--- src/rtl/alu_seq_pkg.sv ---
// Shared types for the ALU operation sequencer.
// Command bundle layout and FSM state encoding.
package alu_seq_pkg;

    localparam int DATA_W = 16;
    localparam int OPC_W  = 3;

    typedef enum logic [1:0] {
        IDLE,
        SETTLE,
        RESP
    } state_t;

    typedef struct packed {
        logic [DATA_W-1:0] a;
        logic [DATA_W-1:0] b;
        logic              c;
        logic [OPC_W-1:0]  opcode;
    } cmd_t;

endpackage

--- src/rtl/alu_cmd_fifo.sv ---
// Synchronous command FIFO feeding the sequencer.
// Head is read combinationally from the storage array.
module alu_cmd_fifo
    import alu_seq_pkg::*;
#(
    parameter int DEPTH = 4
) (
    input  logic clk,
    input  logic rst_n,
    input  logic push,
    input  logic pop,
    input  cmd_t din,
    output logic full,
    output logic empty,
    output cmd_t head
);

    localparam int AW = $clog2(DEPTH);

    cmd_t           mem [DEPTH];
    logic [AW-1:0]  wr_ptr;
    logic [AW-1:0]  rd_ptr;
    logic [AW:0]    count;
    logic           do_push;
    logic           do_pop;

    assign full    = (count == (AW+1)'(DEPTH));
    assign empty   = (count == '0);
    assign do_push = push && !full;
    assign do_pop  = pop && !empty;
    assign head    = mem[rd_ptr];

    always_ff @(posedge clk or negedge rst_n) begin
        if (!rst_n) begin
            wr_ptr <= '0;
            rd_ptr <= '0;
            count  <= '0;
        end else begin
            if (do_push)
                wr_ptr <= wr_ptr + AW'(1);
            if (do_pop)
                rd_ptr <= rd_ptr + AW'(1);
            if (do_push && !do_pop)
                count <= count + (AW+1)'(1);
            else if (do_pop && !do_push)
                count <= count - (AW+1)'(1);
        end
    end

    // Storage needs no reset; only pointers define validity.
    always_ff @(posedge clk) begin
        if (do_push)
            mem[wr_ptr] <= din;
    end

endmodule

--- src/rtl/alu_op_sequencer.sv ---
// Queues ALU commands, drives one op at a time onto the
// registered ALU operands, and returns results in order.
module alu_op_sequencer
    import alu_seq_pkg::*;
#(
    parameter int DEPTH         = 4,
    parameter int SETTLE_CYCLES = 1
) (
    input  logic        clk,
    input  logic        rst_n,
    input  logic        cmd_valid,
    output logic        cmd_ready,
    input  logic [15:0] cmd_a,
    input  logic [15:0] cmd_b,
    input  logic        cmd_c,
    input  logic [2:0]  cmd_opcode,
    output logic [15:0] alu_a,
    output logic [15:0] alu_b,
    output logic        alu_c,
    output logic [2:0]  alu_opcode,
    input  logic [15:0] alu_w,
    input  logic        alu_zero,
    input  logic        alu_negative,
    output logic        rsp_valid,
    input  logic        rsp_ready,
    output logic [15:0] rsp_w,
    output logic        rsp_zero,
    output logic        rsp_negative,
    output logic [2:0]  rsp_opcode,
    output logic        busy,
    output logic [15:0] done_count
);

    localparam int CW =
        (SETTLE_CYCLES > 1) ? $clog2(SETTLE_CYCLES) : 1;

    state_t          state;
    state_t          state_nxt;
    logic [CW-1:0]   cnt;
    logic            pop;
    logic            capture;
    logic            hs;
    logic            full;
    logic            empty;
    logic            push;
    cmd_t            din;
    cmd_t            head;

    assign din       = {cmd_a, cmd_b, cmd_c, cmd_opcode};
    assign cmd_ready = !full;
    assign push      = cmd_valid && cmd_ready;
    assign busy      = (state != IDLE) || !empty;

    alu_cmd_fifo #(
        .DEPTH (DEPTH)
    ) u_fifo (
        .clk   (clk),
        .rst_n (rst_n),
        .push  (push),
        .pop   (pop),
        .din   (din),
        .full  (full),
        .empty (empty),
        .head  (head)
    );

    always_comb begin
        state_nxt = state;
        pop       = 1'b0;
        capture   = 1'b0;
        hs        = 1'b0;
        unique case (state)
            IDLE: begin
                if (!empty) begin
                    pop       = 1'b1;
                    state_nxt = SETTLE;
                end
            end
            SETTLE: begin
                if (cnt == '0) begin
                    capture   = 1'b1;
                    state_nxt = RESP;
                end
            end
            RESP: begin
                if (rsp_ready) begin
                    hs = 1'b1;
                    // Back-to-back issue skips IDLE.
                    if (!empty) begin
                        pop       = 1'b1;
                        state_nxt = SETTLE;
                    end else begin
                        state_nxt = IDLE;
                    end
                end
            end
            default: state_nxt = IDLE;
        endcase
    end

    always_ff @(posedge clk or negedge rst_n) begin
        if (!rst_n)
            state <= IDLE;
        else
            state <= state_nxt;
    end

    always_ff @(posedge clk or negedge rst_n) begin
        if (!rst_n) begin
            alu_a        <= '0;
            alu_b        <= '0;
            alu_c        <= 1'b0;
            alu_opcode   <= '0;
            cnt          <= '0;
            rsp_valid    <= 1'b0;
            rsp_w        <= '0;
            rsp_zero     <= 1'b0;
            rsp_negative <= 1'b0;
            rsp_opcode   <= '0;
            done_count   <= '0;
        end else begin
            if (pop) begin
                alu_a      <= head.a;
                alu_b      <= head.b;
                alu_c      <= head.c;
                alu_opcode <= head.opcode;
                cnt        <= CW'(SETTLE_CYCLES - 1);
            end else if (state == SETTLE && cnt != '0) begin
                cnt <= cnt - CW'(1);
            end
            if (capture) begin
                rsp_valid    <= 1'b1;
                rsp_w        <= alu_w;
                rsp_zero     <= alu_zero;
                rsp_negative <= alu_negative;
                rsp_opcode   <= alu_opcode;
            end else if (hs) begin
                rsp_valid <= 1'b0;
            end
            if (hs)
                done_count <= done_count + 16'd1;
        end
    end

endmodule

--- config.mk ---
export PLATFORM = sky130hd
export DESIGN_NAME = alu_op_sequencer
export DESIGN_NICKNAME = d
export VERILOG_FILES = /design/src/rtl/alu_seq_pkg.sv /design/src/rtl/alu_cmd_fifo.sv /design/src/rtl/alu_op_sequencer.sv
export SDC_FILE = /design/constraint.sdc
export NUM_CORES = 1
export LEC_CHECK = 0
export CELL_PAD_IN_SITES_DETAIL_PLACEMENT = 1
export CELL_PAD_IN_SITES_GLOBAL_PLACEMENT = 2
export CORE_ASPECT_RATIO = 1.1
export CORE_MARGIN = 4
export CORE_UTILIZATION = 38
export CTS_BUF_LIST = sky130_fd_sc_hd__clkbuf_4 sky130_fd_sc_hd__clkbuf_8
export DETAILED_ROUTE_END_ITERATION = 8
export PLACE_DENSITY_LB_ADDON = 0.1
export SYNTH_ARGS = -nofsm -noshare
export SYNTH_HDL_FRONTEND = slang
export SYNTH_HIERARCHICAL = 1
export SYNTH_SLANG_ARGS = --single-unit
--- constraint.sdc ---
create_clock -name clk -period 2.5 [get_ports clk]
set_input_delay 0.375 -clock clk [delete_from_list [all_inputs] [get_ports clk]]
set_output_delay 0.375 -clock clk [all_outputs]
set_load 0.005 [all_outputs]
# Word-level counts from Yosys, hierarchy flattened
# Memories as Yosys holds them, arrays and structs flattened. A register that Yosys moved wholly into a read port is not among the register bits.
# Cells that the tools add are included.
# totals
register_bits	48
mem_bits_rw	144
inputBits	58
output_inout_bits	76
wordCells	63
memories	1
# memory_table
name	words	width	rd	rd_ports_with_merged_regs	wr	line	text
u_fifo.mem	4	36	1	1	1	alu_cmd_fifo.sv:20	cmd_t mem [DEPTH];
# op_classes
n_addsub	6
eq_ne	6
n_mux	20
reduce_logical	19
# ops
operator	n
adder 16 x 1 -> 16 bit, second input constant	1
two-way mux 1 bit	13
nonzero test 2 bit	4
logical AND 1 bit	6
two-way mux 2 bit	3
two-way mux 3 bit	2
!= test 2 bit, second input constant	3
case mux 2 bit (3 select lines)	1
logical NOT 1 bit	5
adder 2 x 1 -> 2 bit, second input constant	2
adder 3 x 1 -> 3 bit, second input constant	1
== test 3 bit, second input constant	1
logical NOT 3 bit	1
AND reduction 3 bit	1
subtractor 3 x 1 -> 3 bit, second input constant	1
== test 2 x 1 -> 1 bit, second input constant	1
== test 2 bit, second input constant	1
logical NOT 2 bit	1
case mux 1 bit (2 select lines)	1
logical OR 1 bit	1
subtractor 1 bit, second input constant	1

# Depth between registers and ports, before layout
# Gate-level depths: netlist of the first run.
# depth
word_depth	8
mapped_depth	13
depth_no_buf	11

# Cells and area by module
# Netlist of the first run, hierarchy kept.
# modules_own_cells
module	n_inst	cells_per_inst	area_per_inst_um2	seq_area_each_um2
alu_cmd_fifo	1	225	5622.9	4499.3
alu_op_sequencer	1	206	3031.7	1926.8

# Worst setup path before layout of the first run
# No wires, ideal clock.
# synth_timing
path_type	register to register
start	register u_fifo.count[2]
end	memory u_fifo/mem[3][0] (netlist bit), enable pin
setup_ns	0.430
t_arrival_ns	2.258
required_time_ns	2.070
path_slack_ns	-0.188
stages_incl_launch_ff	5
n_path_buf	0
period_less_slack_ns	2.688
cell_sequence	dfrtp_1 -> nor3b_2 -> nor2b_1 -> nand2_1 -> nor2_1
# synth_between
elab_chain_len	6
# synth_rtl
element	line	text
start: declaration	alu_cmd_fifo.sv:23	logic [AW:0] count;
start signal: assignment	alu_cmd_fifo.sv:44	count <= count + (AW+1)'(1);
start signal: assignment	alu_cmd_fifo.sv:46	count <= count - (AW+1)'(1);
== test 3 bit	alu_cmd_fifo.sv:27	assign full = (count == (AW+1)'(DEPTH));
via full	alu_op_sequencer.sv:43	logic full;
logical NOT 1 bit	alu_op_sequencer.sv:50	assign cmd_ready = !full;
logical AND 1 bit	alu_op_sequencer.sv:51	assign push = cmd_valid && cmd_ready;
via push	alu_op_sequencer.sv:45	logic push;
logical AND 1 bit	alu_cmd_fifo.sv:29	assign do_push = push && !full;
two-way mux 1 bit	alu_cmd_fifo.sv:52	if (do_push)
two-way mux 1 bit (implied by the code)	alu_cmd_fifo.sv:53	mem[wr_ptr] <= din;
end: declaration	alu_cmd_fifo.sv:20	
# The timed path passes the listed nets, and every way through them passes these cells.

# Worst setup path in the final report of the first run
# layout_timing
start	register u_fifo.count[0]
end	register u_fifo.count[2]
# layout_between
elab_chain_len	8
word_cells_on_any_way	19
cone_classes	2 x add/sub; 1 x eq/ne; 5 x mux; 11 x reduce/logical
# layout_rtl
element	line	text
logical NOT 3 bit (*)	alu_cmd_fifo.sv:28	assign empty = (count == '0);
via empty	alu_op_sequencer.sv:44	logic empty;
two-way mux 1 bit (*)	alu_op_sequencer.sv:74, alu_op_sequencer.sv:89	
two-way mux 1 bit	alu_op_sequencer.sv:86	if (rsp_ready) begin
case mux 1 bit (2 select lines) (*)	alu_op_sequencer.sv:72	unique case (state)
via pop	alu_op_sequencer.sv:40	logic pop;
logical AND 1 bit (*)	alu_cmd_fifo.sv:30	assign do_pop = pop && !empty;
logical NOT 1 bit	alu_cmd_fifo.sv:43	if (do_push && !do_pop)
logical AND 1 bit	alu_cmd_fifo.sv:43	
two-way mux 3 bit / nonzero test 2 bit (equally long branches)	n/a	
# Mark *: on every way through the listed nets, which the timed path passes. The rest lies on a longest branch. The select of a mux whose other input is x is not followed.
# A chain may end at the register's enable or synchronous reset.

==> impl_results.md, run 1 <==
- Status: finished, final reports clean
- Number of remaining DRC errors: 0
- RSZ-0062 raised after global routing: false
- Crit end category: flop
- WL per Instance: 19.4 microns
- CTS tree: built
- Worst Tran Pin Value: 616 ps
- Final setup violation count: 0
- Vias in the first global route: 5263
- First-pass GRT wire length: 29000 microns
- Tcrit/Tclk final: 0.927
- Critical Path RT: 2940 ps
- Reg2reg path depth: 11
- Vias post-DR: 4530
- Synth Register Bits: 228
- Clock-pin slew of the registers on the worst-case setup and hold paths: 60 ps
- Max_cap viols: 0
- GP Congestion: 0.738
- Initial Utilization: 0.389
- Min Tclk post-route: 2320 ps
- Standard-cell row count: 57
- Die H: 166 microns
- Multi-input logic area: 0.00210 sq mm
- Port Buffers: 133
- Post-synthesis adder-cell area fraction: 0.0110
- PwrDens: 1210 mW/mm^2
- Total power: 13.7 mW
- Final setup margin: 182 ps
- Num CTS Buffers: 40
- Main combinational cell family by area after synthesis: multiplexers
- WHS: 301 ps
- Setup Buffers After CTS: 0
- Multiplexer share of the synthesized area: 0.175
- Seq/Total Area, Yosys: 0.743
- Number of antenna-violating nets in the routed design: 0
- Drt pass-1 iters: 4
- Fraction of the mapped netlist area in simple logic gates: 0.0321
- Placed cell count: 863
- Share of cells above drive strength 1: 0.304
- Vias per cell: 4.84
- CTS sink count: 228
- Std-Cell Core Area: 0.0223 sq mm
- CTS Root Cell: clkbuf_8
- Worst Setup Start Kind: flop
- Initial antenna violation count: 0
- XOR/XNOR Fraction of Synth Area: 0.0213
- Die Span X: 152 microns
- Complex-gate fraction of the synthesized area: 0.00116
- Ant. Diodes: 0
- Pins Over Slew Limit: 0
- Worst min-delay path class: in -> async
- Die Footprint: 0.0253 sq mm
- H-Tree Depth: 2
- Total GRT Usage: 0.145
- Largest net degree at the start of global routing: 70
- Layout area overhead: 30.6%
- Clock buffer depth: 3
- DRT iter0 DRCs: 145
- Final Hold Viols: 0
- Peak Freq: 0.431 GHz
- Post-Route WL: 18100 microns
- Netlist cell types: 29
- Clk Latency, worst-skew pair: 520 ps
- Maximum fanout along the worst path: 4
- # IOs: 134
- NumNets Final: 676
- Cell leakage power: 4.16 nW
- Critical path type: reg -> reg
- Setup WS pre-CTS: -12.4 ps
- Gr ovfl total: 0
- Syn. warnings: 6
- Fin util: 0.508
- Fillers: 2090
- Register area: 0.00643 sq mm
- Mapped Area: 0.00865 sq mm
- Synthesized Nets: 496
- Synth Instances: 431
- Max IR drop VDD: 460 uV
- CP arrival: 2760 ps
- Synth Area per Inst: 20.1 sq um
- DP HPWL: 11700 microns
- Fin cells: 936
- Slew headroom: 0.589
- Clock skew: 16.6 ps
==> cell usage after synthesis <==
master    instances  area share
and2_1            3      0.0022
nor3b_2           1      0.0014
or3_1             2      0.0014
o21ai_0           2      0.0012
nand2_1          16      0.0069
nor3_1            2      0.0012
nand3b_1          1     0.00087
nand2b_1          2      0.0014
xor2_1            5      0.0051
mux2_2           52       0.068
xnor2_1          16       0.016
nand4_1           5      0.0036
buf_4             1     0.00087
inv_1             8      0.0035
ha_1              6      0.0087
edfxtp_1        144        0.50
nor4_1            1     0.00072
nor2_1           10      0.0043
buf_6             6      0.0078
nand3_1           4      0.0023
and3_1            2      0.0014
buf_2             8      0.0046
mux2_4            8       0.014
fa_1              1      0.0023
or2_2             1     0.00072
or3_4             1      0.0013
nor2b_1           3      0.0022
mux4_2           36       0.094
dfrtp_1          84        0.24
==> cells by family (layout without fill, tap and decap cells) <==
group	after synthesis	in the layout
compound gates	2	2
flops	228	228
buf+inv	23	233
mux	96	96
xor+xnor	21	21
fa+ha+maj	7	7
simple gates	54	54
==> worst max-delay path: stages (launching register included) <==
cell and delay, ps:
dfrtp_2 440, or3_1 420, inv_1 90, or3_4 120, inv_1 40, nand2_1 90, ha_1 190, inv_1 60
fa_1 370, xor2_1 150, nor2_1 110, xor2_1 150
==> cell usage in the layout, fill, tap and decap left out, types with 3 or more instances in the layout <==
cell,synthesis,routed
mux2_4,8,8
dfrtp_1,84,81
clkbuf_4,0,22
clkinv_1,0,4
and2_2,0,3
clkbuf_8,0,45
buf_4,1,13
nand4_1,5,5
nand2_1,16,16
edfxtp_1,144,144
xor2_1,5,5
mux4_2,36,36
mux2_2,52,52
inv_1,8,8
ha_1,6,6
nor2_1,10,8
clkdlybuf4s50_1,0,131
nand3_1,4,4
dfrtp_2,0,3
xnor2_1,16,16
nor2b_1,3,3
buf_12,0,7
==> flip-flops by register name (all words and copies together), names as in the netlist, 2 cells and up <==
name / count
rsp_opcode: 3
u_fifo/mem: 144
alu_a: 16
u_fifo/rd_ptr: 2
u_fifo/wr_ptr: 2
alu_opcode: 3
u_fifo/count: 3
done_count: 16
alu_b: 16
state: 2
rsp_w: 16
==> power breakdown <==
part	total (mW)	internal, mW	switching [mW]
Clock	3.36	1.96	1.40
Combinational	4.58	2.79	1.79
Sequential	5.75	5.18	0.567
Total	13.7	9.94	3.75
==> routing by layer <==
| metal | wire length [microns] | vias to the layer above | GRT usage |
|---|---|---|---|
| met5 | 0 | - | 0 |
| li1 | - | 2016 | - |
| met2 | 9410 | 135 | 0.260 |
| met1 | 7470 | 2350 | 0.170 |
| met3 | 872 | 29 | 0.0375 |
| met4 | 370 | 0 | 0.0461 |
==> timing repair <==
| item | 4_1_cts | 5_1_grt |
|---|---|---|
| setup endpoints to repair | 0 | 2 |
| resized for setup | 0 | 2 |
| hold endpoints to repair | 15 | 0 |
| hold buffers | 1 | 0 |
==> worst paths after layout <==
| kind | startpoint | endpoint | slack [ps] |
|---|---|---|---|
| hold / removal | rst_n | alu_b[6] | 300 |
| max in group asynchronous | rst_n | alu_a[3] | 1500 |
| hold reg to reg | done_count[15] | done_count[15] | 480 |
| setup reg to reg | u_fifo/count[0] | u_fifo/count[2] | 180 |
| setup / recovery | u_fifo/count[0] | u_fifo/count[2] | 180 |
| min in group clk | alu_w[3] | rsp_w[3] | 470 |
==> area by class of cell <==
type	instances	share of cell area
Sequential cell	228	0.569
Multi-Input combinational cell	180	0.186
Timing Repair Buffer	153	0.139
Clock buffer	67	0.0694
Tap cell	295	0.0327
Inverter	8	0.00266
Clock inverter	5	0.00177
==> metrics by stage <==
step	setup TNS (ps)	area [sq um]
after CTS	0	11300
after global routing	0	11300
after global placement	0	10500
after floorplan	0	8660
after detailed placement	-12.4	10500
final	0	11300
(Power assumes the default switching activity.)
==> run 2, diff against run 1 <==
--- a/config.mk
+++ b/config.mk
@@ -9,7 +9,7 @@
 export CELL_PAD_IN_SITES_GLOBAL_PLACEMENT = 2
 export CORE_ASPECT_RATIO = 1.1
 export CORE_MARGIN = 4
-export CORE_UTILIZATION = 38
+export CORE_UTILIZATION = 45
 export CTS_BUF_LIST = sky130_fd_sc_hd__clkbuf_4 sky130_fd_sc_hd__clkbuf_8
 export DETAILED_ROUTE_END_ITERATION = 8
 export PLACE_DENSITY_LB_ADDON = 0.1
==> constraint.sdc (replaced) <==
create_clock -name clk -period 3 [get_ports clk]
set_input_delay 0.45 -clock clk [delete_from_list [all_inputs] [get_ports clk]]
set_output_delay 0.45 -clock clk [all_outputs]
set_load 0.005 [all_outputs]
==> run 2 against run 1 <==
Worst hold slack got worse by 200 ps. Total power shrank 17%. Final cell count shrank 6.0%. Global-route usage grew 2.4 points. Final area fell by 1.5%. Die area down 15%. Routed wire length decreased by 2.1%. Sequential share of layout area increased by 0.83 points.
==> impl_results.md, run 2 (same netlist as run 1, synthesis figures left out) <==
- Status: finished, final reports clean (unchanged)
- Clock skew: 25.4 ps (was 16.6 ps)
- Max reg flops: 144 (unchanged)
- Max stage delay on crit path: 500 ps (was 440 ps)
- Number of remaining DRC errors: 0 (unchanged)
- # IOs: 134 (unchanged)
- Std-Cell Core Area: 0.0187 sq mm (was 0.0223 sq mm)
- Die Span X: 140 microns (was 152 microns)
- Clock-pin slew of the registers on the worst-case setup and hold paths: 60 ps (about the same)
- DP HPWL: 11400 microns (was 11700 microns)
- Setup Buffers After CTS: 0 (unchanged)
- Worst Tran Pin Value: 996 ps (was 616 ps)
- GP Congestion: 0.704 (was 0.738)
- Largest net degree at the start of global routing: 75 (was 70)
- Maximum fanout along the worst path: 4 (unchanged)
- Gr ovfl total: 0 (unchanged)
- Worst Setup Start Kind: flop (unchanged)
- RSZ-0062 raised after global routing: false (unchanged)
- H-Tree Depth: 2 (unchanged)
- Register area: 0.00643 sq mm (about the same)
- Max_cap viols: 0 (unchanged)
- DRT iter0 DRCs: 161 (was 145)
- Crit-path slowest cell: clkdlybuf4s50_1 (was dfrtp_2)
- Final Hold Viols: 0 (unchanged)
- Placed cell count: 808 (was 863)
- Die Footprint: 0.0215 sq mm (was 0.0253 sq mm)
- Design Area, Final: 0.0111 sq mm (was 0.0113 sq mm)
- CTS sink count: 228 (unchanged)
- Vias in the first global route: 5227 (was 5263)
- WL per Instance: 20.2 microns (was 19.4 microns)
- Drt pass-1 iters: 4 (unchanged)
- Slew headroom: 0.336 (was 0.589)
- CP cell instances: or3_1 -> inv_1 -> nand2_1 -> clkdlybuf4s50_1 (was or3_1 -> inv_1 -> or3_4 -> inv_1 -> nand2_1 -> ha_1 -> inv_1 -> fa_1 -> xor2_1 -> nor2_1 -> xor2_1)
- Dpl cell area: 0.0103 sq mm (was 0.0105 sq mm)
- Multi-input logic area: 0.00209 sq mm (was 0.00210 sq mm)
- CTS Root Cell: clkbuf_8 (unchanged)
- Final setup violation count: 0 (unchanged)
- Critical path type: reg -> out (was reg -> reg)
- Hold buffers post-CTS: 0 (was 1)
- NumNets Final: 671 (was 676)
- Crit end category: output pin (was flop)
- Min Tclk post-route: 2490 ps
- Die H: 153 microns (was 166 microns)
- Fin cells: 880 (was 936)
- CTS tree: built (unchanged)
- Clk Latency, worst-skew pair: 530 ps (was 520 ps)
- Peak Freq: 0.401 GHz
- Total GRT Usage: 0.169 (was 0.145)
- Setup TNS: 0 ps (unchanged)
- Vias post-DR: 4519 (was 4530)
- Fillers: 1690 (was 2090)
- Reg-to-reg slack, setup: 630 ps (was 180 ps)
- Cell leakage power: 4.11 nW (was 4.16 nW)
- Commonest non-fill, non-tap cell in the layout: edfxtp_1 (unchanged)
- Fin util: 0.596 (was 0.508)
- Ant. Diodes: 0 (unchanged)
- Num CTS Buffers: 39 (was 40)
- PwrDens: 1020 mW/mm^2 (was 1210 mW/mm^2)
- Reg2reg path depth: 11 (unchanged)
- Pins Over Slew Limit: 0 (unchanged)
- Post-Route WL: 17700 microns (was 18100 microns)
- Max IR drop VDD: 505 uV (was 460 uV)
- Share of cells above drive strength 1: 0.287 (was 0.304)
- Post-CTS resize count: 0 (unchanged)
- Layout area overhead: 28.7% (was 30.6%)
- Tcrit/Tclk final: 0.831
- Number of antenna-violating nets in the routed design: 0 (unchanged)
- Most frequent cells in the layout: edfxtp_1, clkdlybuf4s50_1, dfrtp_1 (unchanged)
- Initial antenna violation count: 0 (unchanged)
- First-pass GRT wire length: 28600 microns (was 29000 microns)
- Clock buffer depth: 3 (unchanged)
- Standard-cell row count: 52 (was 57)
- Port Buffers: 133 (unchanged)
- Initial Utilization: 0.463 (was 0.389)
- Critical Path RT: 2550 ps (was 2940 ps)
- Vias per cell: 5.14 (was 4.84)
- Worst min-delay path class: in -> async (unchanged)
- CP arrival: 2040 ps (was 2760 ps)
- Top reg by flops: u_fifo/mem (unchanged)
==> run 2: cell type report <==
| cell class | instances | area share |
|---|---|---|
| Clock inverter | 23 | 0.0164 |
| Inverter | 8 | 0.00270 |
| Multi-Input combinational cell | 180 | 0.188 |
| Timing Repair Buffer | 149 | 0.132 |
| Tap cell | 243 | 0.0273 |
| Clock buffer | 49 | 0.0561 |
| Sequential cell | 228 | 0.577 |
==> run 2: final timing paths <==
path | to | start
setup / recovery | busy | u_fifo/count[0]
hold / removal | done_count[9] | rst_n
setup reg to reg | u_fifo/count[2] | u_fifo/count[0]
hold reg to reg | done_count[15] | done_count[15]
max in group asynchronous | alu_a[2] | rst_n
min in group clk | done_count[15] | done_count[15]
==> run 2: through the flow <==
stage	power, mW	setup WS, ps	hold WS, ps
final	11.4	507	100
after global routing	12.1	369	162
after CTS	11.6	469	116
after detailed placement	8.69	379	476
after global placement	8.51	415	463
after floorplan	7.00	312	154
==> run 2: critical path, delay by kind of cell (launching register included) <==
| family | cells | cell delay (ps) |
|---|---|---|
| and+or+nand+nor | 2 | 490 |
| DFF | 1 | 440 |
| buffers and inverters | 2 | 600 |
==> run 2: metal layers <==
layer,track usage,share of wire,vias to the layer above
li1,-,-,2007
met5,0,0,-
met3,0.0466,0.060,24
met1,0.210,0.41,2358
met2,0.291,0.51,130
met4,0.0466,0.016,0
==> run 2: power by group <==
group,switching (mW),internal (mW)
Combinational,1.44,2.26
Clock,1.21,1.64
Sequential,0.503,4.32
Total,3.15,8.22
==> run 3, diff against run 2 <==
--- a/config.mk
+++ b/config.mk
@@ -9,7 +9,7 @@
 export CELL_PAD_IN_SITES_GLOBAL_PLACEMENT = 2
 export CORE_ASPECT_RATIO = 1.1
 export CORE_MARGIN = 4
-export CORE_UTILIZATION = 45
+export CORE_UTILIZATION = 42
 export CTS_BUF_LIST = sky130_fd_sc_hd__clkbuf_4 sky130_fd_sc_hd__clkbuf_8
 export DETAILED_ROUTE_END_ITERATION = 8
 export PLACE_DENSITY_LB_ADDON = 0.1
==> constraint.sdc (replaced) <==
create_clock -name clk -period 2.4 [get_ports clk]
set_input_delay 0.36 -clock clk [delete_from_list [all_inputs] [get_ports clk]]
set_output_delay 0.36 -clock clk [all_outputs]
set_load 0.005 [all_outputs]
==> run 3 against run 2 <==
Flip-flop and latch count unchanged. Worst setup slack worse by 410 ps. Critical path depth unchanged. Largest power group unchanged. Register-to-register slack worse by 460 ps. Final cell count up 1.4%. Critical endpoint unchanged. Clock skew down 6.9 ps. First-iteration DRC count up 0.62%. Clock-buffer cell count up 13. Worst hold slack better by 330 ps. Total power up 26%.
==> impl_results.md, run 3 (same netlist as run 1, synthesis figures left out) <==
- Final setup margin: 98.1 ps (was 507 ps)
- Clock skew: 18.6 ps (was 25.4 ps)
- Dpl cell area: 0.0105 sq mm (was 0.0103 sq mm)
- Die H: 159 microns (was 153 microns)
- Max_cap viols: 0 (unchanged)
- Slew headroom: 0.547 (was 0.336)
- Crit end category: output pin (unchanged)
- Max IR drop VDD: 634 uV (was 505 uV)
- Number of antenna-violating nets in the routed design: 0 (unchanged)
- Drt pass-1 iters: 4 (unchanged)
- PwrDens: 1270 mW/mm^2 (was 1020 mW/mm^2)
- Vias in the first global route: 5094 (was 5227)
- Worst Tran Pin Value: 680 ps (was 996 ps)
- Design Area, Final: 0.0113 sq mm (was 0.0111 sq mm)
- First-pass GRT wire length: 28400 microns (was 28600 microns)
- Pins Over Slew Limit: 0 (unchanged)
- Standard-cell row count: 54 (was 52)
- Reg-to-reg slack, setup: 170 ps (was 630 ps)
- Post-CTS resize count: 0 (unchanged)
- Worst Setup Start Kind: flop (unchanged)
- Final Hold Viols: 0 (unchanged)
- Die Span X: 145 microns (was 140 microns)
- Setup WS pre-CTS: -44.7 ps (was 379 ps)
- Final setup violation count: 0 (unchanged)
- Status: finished, final reports clean (unchanged)
- CP arrival: 1940 ps (was 2040 ps)
- Total GRT Usage: 0.162 (was 0.169)
- H-Tree Depth: 2 (unchanged)
- Number of remaining DRC errors: 0 (unchanged)
- Most frequent cells in the layout: edfxtp_1, clkdlybuf4s50_1, dfrtp_1 (unchanged)
- Top reg by flops: u_fifo/mem (unchanged)
- Min Tclk post-route: 2300 ps
- Initial antenna violation count: 1 (was 0)
- GP Congestion: 0.729 (was 0.704)
- RSZ-0062 raised after global routing: false (unchanged)
- WL per Instance: 20.0 microns (was 20.2 microns)
- Clock buffer depth: 3 (unchanged)
- Clk Latency, worst-skew pair: 520 ps (was 530 ps)
- Largest net degree at the start of global routing: 52 (was 75)
- Layout area overhead: 30.3% (was 28.7%)
- Maximum fanout along the worst path: 4 (unchanged)
- Die Footprint: 0.0230 sq mm (was 0.0215 sq mm)
- Post-Route WL: 17900 microns (was 17700 microns)
- NumNets Final: 676 (was 671)
- Share of cells above drive strength 1: 0.305 (was 0.287)
- Num CTS Buffers: 38 (was 39)
- Ant. Diodes: 0 (unchanged)
- Cell leakage power: 4.15 nW (was 4.11 nW)
- Critical path type: reg -> out (unchanged)
- Gr ovfl total: 0 (unchanged)
- Max reg flops: 144 (unchanged)
- Commonest non-fill, non-tap cell in the layout: edfxtp_1 (unchanged)
- DRT iter0 DRCs: 162 (was 161)
- CTS sink count: 228 (unchanged)
- Vias per cell: 5.05 (was 5.14)
- Initial Utilization: 0.431 (was 0.463)
- Vias post-DR: 4502 (was 4519)
- Clock-pin slew of the registers on the worst-case setup and hold paths: 60 ps (about the same)
- Worst min-delay path class: in -> async (unchanged)
- Critical Path RT: 2040 ps (was 2550 ps)
- DP HPWL: 11300 microns (was 11400 microns)
- CTS tree: built (unchanged)
- Peak Freq: 0.434 GHz
- Fin util: 0.562 (was 0.596)
- # IOs: 134 (unchanged)
- WHS: 428 ps (was 100 ps)
- Tcrit/Tclk final: 0.959
- CTS Root Cell: clkbuf_8 (unchanged)
- Fillers: 1810 (was 1690)
- Port Buffers: 133 (unchanged)
- Std-Cell Core Area: 0.0201 sq mm (was 0.0187 sq mm)
[run 3: area by class of cell]
type                       instances  area (sq um)  share of cell area
clock buffer                      62           747              0.0662
clock inverter                     7          31.3             0.00277
inverter                           8          30.0             0.00266
multi-input combinational        180          2110               0.188
sequential                       228          6430               0.570
tap                              252           315              0.0280
timing repair buffer             155          1610               0.143
[run 3: timing repair]
item / CTS / global route
setup buffers: 0 / 0
hold buffers: 1 / 0
hold endpoints to repair: 48 / 0
[run 3: worst max-delay path, stage by stage (launching register included)]
cell and delay, ps:
dfrtp_1 430, or3_4 410, inv_2 70, nand2_1 70, clkdlybuf4s50_1 460
[run 3: through the flow]
step	setup TNS [ps]	instances	power, mW
4_1_cts	0	892	14.6
6_report	0	892	14.3
2_1_floorplan	-2.73	431	8.80
3_5_place_dp	-44.7	822	11.1
5_1_grt	0	892	15.2
3_3_place_gp	-60.4	822	10.9
[run 3: worst paths after layout]
kind | to | from | cells past startpoint
max | busy | u_fifo/count[1] | 4
min | done_count[9] | rst_n | 2
max reg2reg | u_fifo/count[2] | u_fifo/count[1] | 11
min reg2reg | done_count[15] | done_count[15] | 1
max in group asynchronous | rsp_opcode[2] | rst_n | 3
min in group clk | rsp_w[7] | alu_w[7] | 2
[run 3: power by group]
part / total, mW / internal [mW] / switching [mW]
logic: 4.93 / 2.97 / 1.96
registers: 5.92 / 5.40 / 0.520
clock network: 3.43 / 1.96 / 1.47
[run 3: routing by layer]
| metal | vias to the layer above | share of wire | GRT usage |
|---|---|---|---|
| met5 | - | 0.00078 | 0 |
| met1 | 2316 | 0.42 | 0.206 |
| met3 | 35 | 0.063 | 0.0415 |
| met2 | 130 | 0.50 | 0.275 |
| met4 | 2 | 0.018 | 0.0489 |
| li1 | 2019 | - | - |
